## config.mk

```make
export PLATFORM = sky130hd
export DESIGN_NAME = ahb_slave
export DESIGN_NICKNAME = d
export VERILOG_FILES = /design/src/rtl/ahb_slave_pkg.sv /design/src/rtl/ahb_addr_decode.sv /design/src/rtl/ahb_slave.sv
export SDC_FILE = /design/constraint.sdc
export NUM_CORES = 1
export LEC_CHECK = 0
export CORE_UTILIZATION = 33
export DETAILED_ROUTE_END_ITERATION = 12
export GPL_TIMING_DRIVEN = 0
export PLACE_DENSITY = 0.78
export SLEW_MARGIN = 20
export SYNTH_ARGS = -nofsm -noshare
export SYNTH_HDL_FRONTEND = slang
export SYNTH_SLANG_ARGS = --single-unit
```

## constraint.sdc

```tcl
create_clock -name Hclk -period 1.4 [get_ports Hclk]
set_clock_uncertainty 0.05 [all_clocks]
set_input_delay 0.28 -clock Hclk [delete_from_list [all_inputs] [get_ports Hclk]]
set_output_delay 0.28 -clock Hclk [all_outputs]
set_load 0.1 [all_outputs]
```

## src/rtl/ahb_slave_pkg.sv

```systemverilog
// Shared constants for the AHB slave interface of the AHB-to-APB bridge:
// transfer codes, response code, address map and peripheral select codes.
package ahb_slave_pkg;

    typedef enum logic [1:0] {
        HTRANS_IDLE   = 2'b00,
        HTRANS_BUSY   = 2'b01,
        HTRANS_NONSEQ = 2'b10,
        HTRANS_SEQ    = 2'b11
    } htrans_e;

    localparam logic [1:0] HRESP_OKAY = 2'b00;

    // Three 64 MB peripheral windows, back to back from 0x8000_0000.
    localparam logic [31:0] ADDR_PERIPH0 = 32'h8000_0000;
    localparam logic [31:0] ADDR_PERIPH1 = 32'h8400_0000;
    localparam logic [31:0] ADDR_PERIPH2 = 32'h8800_0000;
    localparam logic [31:0] ADDR_END     = 32'h8C00_0000;

    localparam logic [2:0] SEL_NONE    = 3'b000;
    localparam logic [2:0] SEL_PERIPH0 = 3'b001;
    localparam logic [2:0] SEL_PERIPH1 = 3'b010;
    localparam logic [2:0] SEL_PERIPH2 = 3'b100;

endpackage

```

## src/rtl/ahb_addr_decode.sv

```systemverilog
// Combinational address decode: one-hot peripheral select from the address
// alone, and transfer qualification for the bridge window.
module ahb_addr_decode
    import ahb_slave_pkg::*;
#(
    parameter int ADDR_W = 32
) (
    input  logic [ADDR_W-1:0] haddr,
    input  logic [1:0]        htrans,
    input  logic              hreadyin,
    output logic              valid,
    output logic [2:0]        tempselx
);

    logic in_window;
    logic active_trans;

    assign in_window    = (haddr >= ADDR_W'(ADDR_PERIPH0)) && (haddr < ADDR_W'(ADDR_END));
    assign active_trans = (htrans == HTRANS_NONSEQ) || (htrans == HTRANS_SEQ);
    assign valid        = hreadyin && active_trans && in_window;

    always_comb begin
        // NOTE: default first so every path assigns tempselx; no latch is inferred.
        tempselx = SEL_NONE;
        if (haddr >= ADDR_W'(ADDR_PERIPH0) && haddr < ADDR_W'(ADDR_PERIPH1))
            tempselx = SEL_PERIPH0;
        else if (haddr >= ADDR_W'(ADDR_PERIPH1) && haddr < ADDR_W'(ADDR_PERIPH2))
            tempselx = SEL_PERIPH1;
        else if (haddr >= ADDR_W'(ADDR_PERIPH2) && haddr < ADDR_W'(ADDR_END))
            tempselx = SEL_PERIPH2;
    end

endmodule

```

## src/rtl/ahb_slave.sv

```systemverilog
// AHB slave front end of the AHB-to-APB bridge: free-running address/data
// pipeline, address decode, read-data passthrough and an always-OKAY response.
module ahb_slave
    import ahb_slave_pkg::*;
#(
    parameter int ADDR_W = 32,
    parameter int DATA_W = 32
) (
    input  logic              Hclk,
    input  logic              Hresetn,
    input  logic              Hwrite,
    input  logic              Hreadyin,
    input  logic [1:0]        Htrans,
    input  logic [ADDR_W-1:0] Haddr,
    input  logic [DATA_W-1:0] Hwdata,
    input  logic [DATA_W-1:0] Prdata,
    output logic              valid,
    output logic [ADDR_W-1:0] Haddr1,
    output logic [ADDR_W-1:0] Haddr2,
    output logic [DATA_W-1:0] Hwdata1,
    output logic [DATA_W-1:0] Hwdata2,
    output logic [DATA_W-1:0] Hrdata,
    output logic              Hwritereg,
    output logic [2:0]        tempselx,
    output logic [1:0]        Hresp
);

    ahb_addr_decode #(
        .ADDR_W (ADDR_W)
    ) u_decode (
        .haddr    (Haddr),
        .htrans   (Htrans),
        .hreadyin (Hreadyin),
        .valid    (valid),
        .tempselx (tempselx)
    );

    // The pipeline never stalls: the APB side relies on fixed 1- and 2-cycle latency.
    always_ff @(posedge Hclk or negedge Hresetn) begin
        if (!Hresetn) begin
            Haddr1    <= '0;
            Haddr2    <= '0;
            Hwdata1   <= '0;
            Hwdata2   <= '0;
            Hwritereg <= 1'b0;
        end else begin
            // NOTE: non-blocking so Haddr2 takes the old Haddr1, forming a true two-stage delay.
            Haddr1    <= Haddr;
            Haddr2    <= Haddr1;
            Hwdata1   <= Hwdata;
            Hwdata2   <= Hwdata1;
            Hwritereg <= Hwrite;
        end
    end

    assign Hrdata = Prdata;
    assign Hresp  = HRESP_OKAY;

endmodule

```

==> flow_metrics.tcl <==
set metrics [dict create \
    num_vias 2448 \
    yosysUniqueCellTypes 8 \
    multiInputGateArea_um2 98.84 \
    ant_nets 0 \
    overflow 0 \
    ir_drop_mv 0.9310 \
    violations "hold timing, setup timing" \
    cts_max_path_buffers 2 \
    fin_cells 600 \
    period_minus_slack_ns 1.797 \
    r2r_slack_ns 0.56 \
    drc 0 \
    required_ns 1.07 \
    worst_slack_ns -0.3966 \
    slew_violations 0 \
    cts_made_buffers 17 \
    wl_met2_um 6617 \
    n_fill_cell 557 \
    htree_levels 4 \
    power_density_nw_per_um2 1446 \
    whs_ns -0.1405 \
    drt-initial-drc-count 57 \
    antenna_found_initial 0 \
    hold_buffers 4 \
    wl_met1_um 3488 \
    synth_largest_area_cell "dfrtp_1" \
    clkTransAtPathRegs_ns 0.06 \
    dp_cells 541 \
    netlist_area_um2 3547 \
    cts_tree "yes" \
    drive_above_1_share 0.5711 \
    wl_um 11260 \
    vias_per_cell 4.080 \
    setup_viol 93 \
    relSlewSlack 0.5712 \
    num_antenna_cells 0 \
    r2r_start "Haddr1[13]" \
    finalCritPeriodShare 1.283 \
    post-dp-hpwl_um 6793 \
    synth_seq_cells 129 \
    wl_met3_um 958 \
    dieArea_um2 11170 \
    grt_first_pass_wirelength_um 15910 \
    clock.fmax_mhz 556.6 \
    port_buffers 233 \
    topRoutingLayerUsed "met4" \
    synth_area_per_cell_um2 20.87 \
    r2r_cells 2 \
    yosysSeqAreaShare 0.9101 \
    die_y_um 105.7 \
    min_to "Haddr1[30]" \
    clock-sinks 129 \
    finalHoldViolCount 1 \
    p_total_mw 11.64 \
    netlist.area_leader.share 0.9101 \
    ys_top_cells_by_area "dfrtp_1, buf_4, nor3b_2, or4b_4, a211oi_2" \
    end_kind "primary output" \
    yosys_warnings 0 \
    grt_pass1_vias 2779 \
    fin_nets 554 \
    fin_area_um2 8050 \
    status "finished with violations" \
    worstHoldPathType "in2reg" \
    tightest_slew_ns 0.6432 \
    rr_endpoint "Haddr2[13]" \
    clock-root-buffer "clkbuf_8" \
    ff_latch_area_um2 3228 \
    cap_violations 0 \
    cp-start-kind "input pin" \
    insertion_delay_ns 0.50 \
    holdPathStages 1 \
    synthCells 170 \
    area_delta_synth_final_pct 126.9 \
    io_pins 269 \
    wl_per_cell_um 18.77 \
    leakagePower_nw 3.713 \
    dr.pass1.iters 4 \
    grt_usage 0.1963 \
    path_class "in2out" \
    gp_congestion 0.7315 \
    grt_max_degree 70 \
    cp-startpoint "Haddr[29]" \
    die_x_um 105.7 \
    core_area_um2 10370 \
    hp-start "Haddr[30]" \
    fp-row-count 37 \
    start_util 0.3421 \
    cp.arrival_ns 1.47 \
    rsz0062_at_grt "yes" \
    dpl_cell_area_um2 6113 \
    crit_fanout 4 \
]
[metrics by stage]
stage / util / worst slack, ns / TNS [ns]
after floorplan: - / -0.6677 / -2.565
after global placement: 0.5868 / -4.680 / -670.66
after detailed placement: 0.5895 / -1.621 / -69.61
after CTS: 0.7527 / -0.3930 / -6.080
after global routing: 0.7763 / -0.4096 / -8.191
final: 0.7763 / -0.3966 / -3.170
[how the worst max path moves through the flow]
stage | to | slack [ns]
after global routing | tempselx[1] | -0.41
final | tempselx[1] | -0.40
after global placement | Haddr1[10] | -4.68
after CTS | tempselx[1] | -0.39
after floorplan | tempselx[1] | -0.67
after detailed placement | tempselx[1] | -1.62
[state kept, by name, summed over array words and instances, names as in the netlist]
name,count
Hwdata2,32
Haddr2,32
Hwritereg,1
Hwdata1,32
Haddr1,32
[worst max-delay path, stage by stage]
cell	delay (ns)
buf_6	0.09
or4b_4	0.61
nor3b_4	0.27
buf_12	0.21
[cell usage in the layout, fill, tap and decap left out]
| master | n |
|---|---|
| a211oi_4 | 1 |
| buf_12 | 83 |
| buf_16 | 1 |
| buf_2 | 2 |
| buf_4 | 58 |
| buf_6 | 3 |
| buf_8 | 50 |
| bufinv_16 | 3 |
| clkbuf_16 | 16 |
| clkbuf_8 | 2 |
| clkdlybuf4s15_2 | 32 |
| clkdlybuf4s50_1 | 61 |
| clkinv_4 | 1 |
| clkinvlp_4 | 3 |
| conb_1 | 2 |
| dfrtp_1 | 129 |
| dlygate4sd2_1 | 1 |
| dlygate4sd3_1 | 4 |
| dlymetal6s2s_1 | 1 |
| inv_6 | 6 |
| nand2_1 | 1 |
| nor3_4 | 1 |
| nor3b_4 | 2 |
| or4b_4 | 1 |
[synthesized netlist by cell type (all sizes together)]
library cell    n
a211oi          1
nor3b           2
nor3            1
conb            1
dfrtp         129
nand2           1
buf            34
or4b            1
[what timing repair did]
action	4_1_cts	5_1_grt
setup buffers	13	11
resized for setup	1228	34
pin swaps	2	2
endpoints found under the setup margin	165	133
hold endpoints to repair	72	1
[routing by layer]
layer,up-vias,GRT usage
li1,1068,-
met1,1214,0.1931
met2,154,0.3758
met3,12,0.07421
met4,0,0.05952
met5,-,0
[cells by family (layout without fill, tap and decap cells)]
family | Yosys count | count (layout) | share of synthesized area
other | 1 | 2 | 0.001057
AND/OR/NAND/NOR | 5 | 5 | 0.01340
buffers and inverters | 34 | 327 | 0.07196
AO/OA/AOI/OAI | 1 | 1 | 0.003527
flip-flops | 129 | 129 | 0.9101
[power breakdown]
group	switching (mW)	internal, mW	total [mW]
registers	0.186	3.92	4.11
clock network	1.67	2.79	4.46
logic	2.09	0.990	3.08
total	3.94	7.70	11.6
[area by class of cell]
class	instances	share of cell area
Clock buffer	18	0.05316
Timing Repair Buffer	262	0.4591
Tap cell	136	0.02114
Buffer	34	0.03171
Sequential cell	129	0.4010
Multi-Input combinational cell	8	0.01228
Clock inverter	13	0.02160
(Power assumes the default switching activity.)
